File: config.mk
export PLATFORM = sky130hd
export DESIGN_NAME = regfile_arbiter
export DESIGN_NICKNAME = d
export VERILOG_FILES = /design/src/rtl/regfile_arb_pkg.sv /design/src/rtl/rr_picker.sv /design/src/rtl/regfile_arbiter.sv
export SDC_FILE = /design/constraint.sdc
export NUM_CORES = 1
export LEC_CHECK = 0
export BUFFER_PORTS_ARGS = -buffer_cell sky130_fd_sc_hd__buf_2
export CORE_AREA = 2 2 110 112
export CTS_BUF_LIST = sky130_fd_sc_hd__clkbuf_2
export DETAILED_ROUTE_END_ITERATION = 7
export DIE_AREA = 0 0 112 114
export GPL_ROUTABILITY_DRIVEN = 0
export PLACE_DENSITY = 0.75
export SLEW_MARGIN = 0
export SYNTH_ARGS = -nofsm -noshare
export SYNTH_HDL_FRONTEND = slang
export SYNTH_SLANG_ARGS = --single-unit
File: constraint.sdc
create_clock -name clk -period 4.7 [get_ports clk]
set_input_delay 0.94 -clock clk [delete_from_list [all_inputs] [get_ports clk]]
set_output_delay 0.94 -clock clk [all_outputs]
set_load 0.01 [all_outputs]
File: src/rtl/regfile_arb_pkg.sv
// Shared types, default sizes and the address range check for regfile_arbiter.
package regfile_arb_pkg;

  typedef enum logic {ARB, LOCKED} state_t;

  localparam int unsigned NUM_REGS_DEF = 16;
  localparam int unsigned DW_DEF       = 32;
  localparam int unsigned AW_DEF       = 8;

  function automatic logic addr_ok(input logic [31:0] addr,
                                   input int unsigned nregs = NUM_REGS_DEF);
    return addr < nregs;
  endfunction

endpackage

File: src/rtl/rr_picker.sv
// Combinational round-robin pick: first set bit of (valid & mask) at or after ptr, wrapping.
module rr_picker #(
  parameter int unsigned N  = 2,
  parameter int unsigned PW = $clog2(N)
) (
  input  logic [N-1:0]  valid,
  input  logic [PW-1:0] ptr,
  input  logic [N-1:0]  mask,
  output logic [N-1:0]  grant
);

  logic [N-1:0] cand;
  logic         found;

  // Two passes: indices from ptr upward, then the wrapped indices below ptr.
  always_comb begin
    cand  = valid & mask;
    grant = '0;
    found = 1'b0;
    for (int unsigned i = 0; i < N; i++) begin
      if (!found && cand[i] && (i >= 32'(ptr))) begin
        grant[i] = 1'b1;
        found    = 1'b1;
      end
    end
    for (int unsigned i = 0; i < N; i++) begin
      if (!found && cand[i] && (i < 32'(ptr))) begin
        grant[i] = 1'b1;
        found    = 1'b1;
      end
    end
  end

endmodule

File: src/rtl/regfile_arbiter.sv
// Round-robin arbiter sharing one register file between N_REQ requesters.
// Optional posted-write buffer with forwarding: define REGFILE_ARB_WRITE_FORWARD_EN.
module regfile_arbiter
  import regfile_arb_pkg::*;
#(
  parameter int unsigned N_REQ    = 2,
  parameter int unsigned NUM_REGS = NUM_REGS_DEF,
  parameter int unsigned DW       = DW_DEF,
  parameter int unsigned AW       = AW_DEF
) (
  input  logic                clk,
  input  logic                rst,
  input  logic [N_REQ-1:0]    req_valid,
  output logic [N_REQ-1:0]    req_ready,
  input  logic [N_REQ-1:0]    req_we,
  input  logic [N_REQ-1:0]    req_lock,
  input  logic [N_REQ*AW-1:0] req_addr0,
  input  logic [N_REQ*AW-1:0] req_addr1,
  input  logic [N_REQ*DW-1:0] req_wdata,
  output logic [N_REQ-1:0]    rsp_valid,
  output logic                rsp_err,
  output logic [DW-1:0]       rsp_data0,
  output logic [DW-1:0]       rsp_data1,
  output logic [DW-1:0]       rf_in,
  output logic [AW-1:0]       rf_addr0,
  output logic [AW-1:0]       rf_addr1,
  output logic                rf_ctrw,
  input  logic [DW-1:0]       rf_out0,
  input  logic [DW-1:0]       rf_out1
);

  localparam int unsigned PW = $clog2(N_REQ);

  state_t           state;
  logic [PW-1:0]    rr_ptr, owner, gidx;
  logic [N_REQ-1:0] mask, grant;
  logic             xfer, sel_we, sel_lock, a0_ok, a1_ok, sel_err;
  logic [AW-1:0]    sel_addr0, sel_addr1, addr0_q, addr1_q;
  logic [DW-1:0]    sel_wdata, in_q, rd0, rd1;

  always_comb mask = (state == LOCKED) ? (N_REQ'(1) << owner) : '1;

  rr_picker #(.N(N_REQ), .PW(PW)) u_pick (
    .valid (req_valid & {N_REQ{~rst}}),
    .ptr   (rr_ptr),
    .mask  (mask),
    .grant (grant)
  );

  always_comb begin
    req_ready = grant;
    xfer      = |grant;
    gidx      = '0;
    sel_we    = 1'b0;
    sel_lock  = 1'b0;
    sel_addr0 = '0;
    sel_addr1 = '0;
    sel_wdata = '0;
    for (int unsigned i = 0; i < N_REQ; i++) begin
      if (grant[i]) begin
        gidx      = PW'(i);
        sel_we    = req_we[i];
        sel_lock  = req_lock[i];
        sel_addr0 = req_addr0[i*AW +: AW];
        sel_addr1 = req_addr1[i*AW +: AW];
        sel_wdata = req_wdata[i*DW +: DW];
      end
    end
    a0_ok   = addr_ok(32'(sel_addr0), NUM_REGS);
    a1_ok   = addr_ok(32'(sel_addr1), NUM_REGS);
    sel_err = !a0_ok || (!sel_we && !a1_ok);
  end

`ifdef REGFILE_ARB_WRITE_FORWARD_EN
  logic          buf_v, drain, rd_xfer;
  logic [AW-1:0] buf_a;
  logic [DW-1:0] buf_d;

  // rf_addr0 is shared by the write port and read port 0, so a buffered write
  // waits out any read transfer and is forwarded to it meanwhile.
  always_comb begin
    rd_xfer  = xfer && !sel_we;
    drain    = buf_v && !rd_xfer && !rst;
    rf_ctrw  = drain;
    rf_addr0 = drain ? buf_a : (xfer ? sel_addr0 : addr0_q);
    rf_addr1 = xfer ? sel_addr1 : addr1_q;
    rf_in    = drain ? buf_d : (xfer ? sel_wdata : in_q);
    rd0      = (buf_v && (buf_a == sel_addr0)) ? buf_d : rf_out0;
    rd1      = (buf_v && (buf_a == sel_addr1)) ? buf_d : rf_out1;
  end

  always_ff @(posedge clk) begin
    if (rst) begin
      buf_v <= 1'b0;
      buf_a <= '0;
      buf_d <= '0;
    end else if (xfer && sel_we && a0_ok) begin
      buf_v <= 1'b1;
      buf_a <= sel_addr0;
      buf_d <= sel_wdata;
    end else if (drain) begin
      buf_v <= 1'b0;
    end
  end
`else
  always_comb begin
    rf_ctrw  = xfer && sel_we && a0_ok;
    rf_addr0 = xfer ? sel_addr0 : addr0_q;
    rf_addr1 = xfer ? sel_addr1 : addr1_q;
    rf_in    = xfer ? sel_wdata : in_q;
    rd0      = rf_out0;
    rd1      = rf_out1;
  end
`endif

  always_ff @(posedge clk) begin
    if (rst) begin
      state     <= ARB;
      owner     <= '0;
      rr_ptr    <= '0;
      rsp_valid <= '0;
      rsp_err   <= 1'b0;
      rsp_data0 <= '0;
      rsp_data1 <= '0;
      addr0_q   <= '0;
      addr1_q   <= '0;
      in_q      <= '0;
    end else begin
      addr0_q   <= rf_addr0;
      addr1_q   <= rf_addr1;
      in_q      <= rf_in;
      rsp_valid <= grant;
      rsp_err   <= xfer && sel_err;
      rsp_data0 <= (xfer && !sel_we && !sel_err) ? rd0 : '0;
      rsp_data1 <= (xfer && !sel_we && !sel_err) ? rd1 : '0;
      if (xfer)
        rr_ptr <= (gidx == PW'(N_REQ-1)) ? '0 : gidx + PW'(1);
      case (state)
        ARB: begin
          if (xfer && sel_lock) begin
            state <= LOCKED;
            owner <= gidx;
          end
        end
        LOCKED: begin
          if ((xfer && !sel_lock) || !req_valid[owner])
            state <= ARB;
        end
        default: state <= ARB;
      endcase
    end
  end

endmodule

==> impl_metrics.ini <==
[pwr]
p_seq_frac = 0.502
power_density_nw_per_um2 = 367.8
p_sw_mw = 0.6473
design_power_total_mw = 2.205
clock_power_share = 0.303
power.internal_mw = 1.558
switching_share = 0.2935
leakagePower_nw = 3.240
p_comb_frac = 0.195
ir_drop_mv = 0.1711

[clocking]
htree_num_levels = 4
ctsHoldBuffers = 0
cts-root-buf = clkbuf_2
cts_tree = built
cts_max_path_buffers = 2
numClockSinks = 118
cts_resized = 0
cts_buffers = 17
postCtsSetupBuffers = 0
clk_latency_ps = 640
clkTransAtPathRegs_ps = 190

[status]
status = completed

[synthesis]
synth_nets = 618
synth_area_leaders = dfxtp_1, o21ai_0, a22oi_1
syn_inst = 450
ys_ff_latch = 118
seq_area_frac_synth = 0.5559
netlist_area_um2 = 4249
ys_warn_count = 0
synth_edf_count = 0
ys_types = 31
synthArstFlopShare = 0
synthFlopType = dfxtp_1
synth_area_per_cell_um2 = 9.442
yosys.area.top_type_share = 0.5559
yosys.area.top_type = dfxtp_1

[place]
hpwl_um = 9849
dpl_cell_area_um2 = 5749
io_buffers = 285

[sta]
rsz0062_at_grt = false
fmax_ghz = 0.2655
skew_ps = 20.12
hold_viol = 0
setup_violations = 0
min_period_ps = 3767
finalMaxSlewViolations = 0
relSlewSlack = 0.2123
tns_ps = 0
worstMarginPinSlew_ps = 1182
post-route-period-util = 0.8015

[floorplanning]
ioPinCount = 286
rows = 40
die_area_um2 = 12770
dieWidth_um = 112
core_um2 = 11710
start_util = 0.3628
die_y_um = 114

[worst_setup_path]
crit_fanout = 49
required_ps = 3760
crit_type = reg2out
rr_worst_depth = 5
critical_path_arrival_ps = 2830
endpoint_kind = primary output
start_kind = flip-flop

[detailed_routing]
viasPerCell = 4.991
routed_wl_um = 13440
ant_nets = 0
firstDrtPassIters = 5
drc = 0
wire_per_inst_um = 15.27
drt_iter0_markers = 232
num_vias = 4392

[grt]
overflow = 0
antenna_found_initial = 0
grt_max_degree = 65
grt_pass1_vias = 4369
grt_pass1_wl_um = 20690
grt_use_total = 0.2049

[final_layout]
design_area_um2 = 5996
synthToLayoutAreaGrowth_pct = 41.11
drive_gt1_frac = 0.5007
diodes = 0
final_cell_mix = buf_2, dfxtp_1, o21ai_0
nNetsFinal = 889
mostFrequentLayoutCell = buf_2

[flow_run]
drv_cap = 0

[worst_hold_path]
hold_class = in2reg
hold_depth = 2
routing by layer:
| layer | track usage | vias up | share of wire |
|---|---|---|---|
| met5 | 0 | - | 0 |
| met4 | 0.07317 | 0 | 0.018 |
| met3 | 0.06908 | 21 | 0.072 |
| met2 | 0.3754 | 199 | 0.51 |
| met1 | 0.2209 | 2014 | 0.40 |
| li1 | - | 2158 | - |
sequential cells by signal (all words and copies together), names as in the netlist:
| register | cells |
|---|---|
| addr0_q | 8 |
| addr1_q | 8 |
| owner | 1 |
| rsp_data1 | 32 |
| rsp_err | 1 |
| rr_ptr | 1 |
| rsp_data0 | 32 |
| state | 1 |
| in_q | 32 |
| rsp_valid | 2 |
power groups by stage:
stage,Clock (mW),Sequential (mW),Combinational (mW)
floorplan,0,1.14,0.209
global placement,0,1.13,0.420
detailed placement,0,1.13,0.431
CTS,0.691,1.11,0.433
global route,0.742,1.12,0.476
finish,0.669,1.11,0.429
final timing paths:
path                    start             to  slack (ps)
setup / recovery        state       rf_in[6]         930
hold / removal    rf_out1[20]  rsp_data1[20]         510
hold reg to reg      in_q[23]       in_q[23]         510
setup reg to reg        state  rsp_data1[31]        2060
kinds of logic after synthesis:
group | count (synthesis) | share of synthesized area
compound gates | 154 | 0.2197
flops | 118 | 0.5559
simple gates | 134 | 0.1829
buf+inv | 44 | 0.04152
Yosys cell counts, types with 2 or more instances:
master / number
nand3b_1: 2
clkbuf_2: 6
nor2b_1: 2
nor4_1: 4
a22oi_1: 49
inv_1: 4
and3_2: 40
clkbuf_1: 32
and3_1: 24
dfxtp_1: 118
o21ai_0: 96
nand2_1: 51
nor2_1: 4
metrics by stage:
| step | instances | setup slack (ps) | util | hold slack [ps] |
|---|---|---|---|---|
| 4_1_cts | 880 | 860.8 | 0.5120 | 445.0 |
| 5_1_grt | 880 | 618.4 | 0.5120 | 418.1 |
| 3_3_place_gp | 849 | 1266 | 0.4909 | 486.0 |
| 6_report | 880 | 932.9 | 0.5120 | 506.5 |
| 3_5_place_dp | 849 | 1200 | 0.4909 | 495.2 |
| 2_1_floorplan | 450 | 1514 | - | 464.6 |
critical path: stages (launching register included):
cell,delay (ps)
dfxtp_1,490
nor2b_1,370
o21ba_2,800
o21ai_0,290
nand2_1,120
buf_2,130
final cells by class:
type / instances / area (µm²)
Fill cell: 1109 / 5715
Multi-Input combinational cell: 288 / 1713
Clock buffer: 17 / 85.08
Tap cell: 147 / 183.9
Timing Repair Buffer: 291 / 1471
Inverter: 5 / 18.77
Sequential cell: 118 / 2362
Clock inverter: 14 / 161.4
Note: power is estimated with default switching activity, not from simulation.
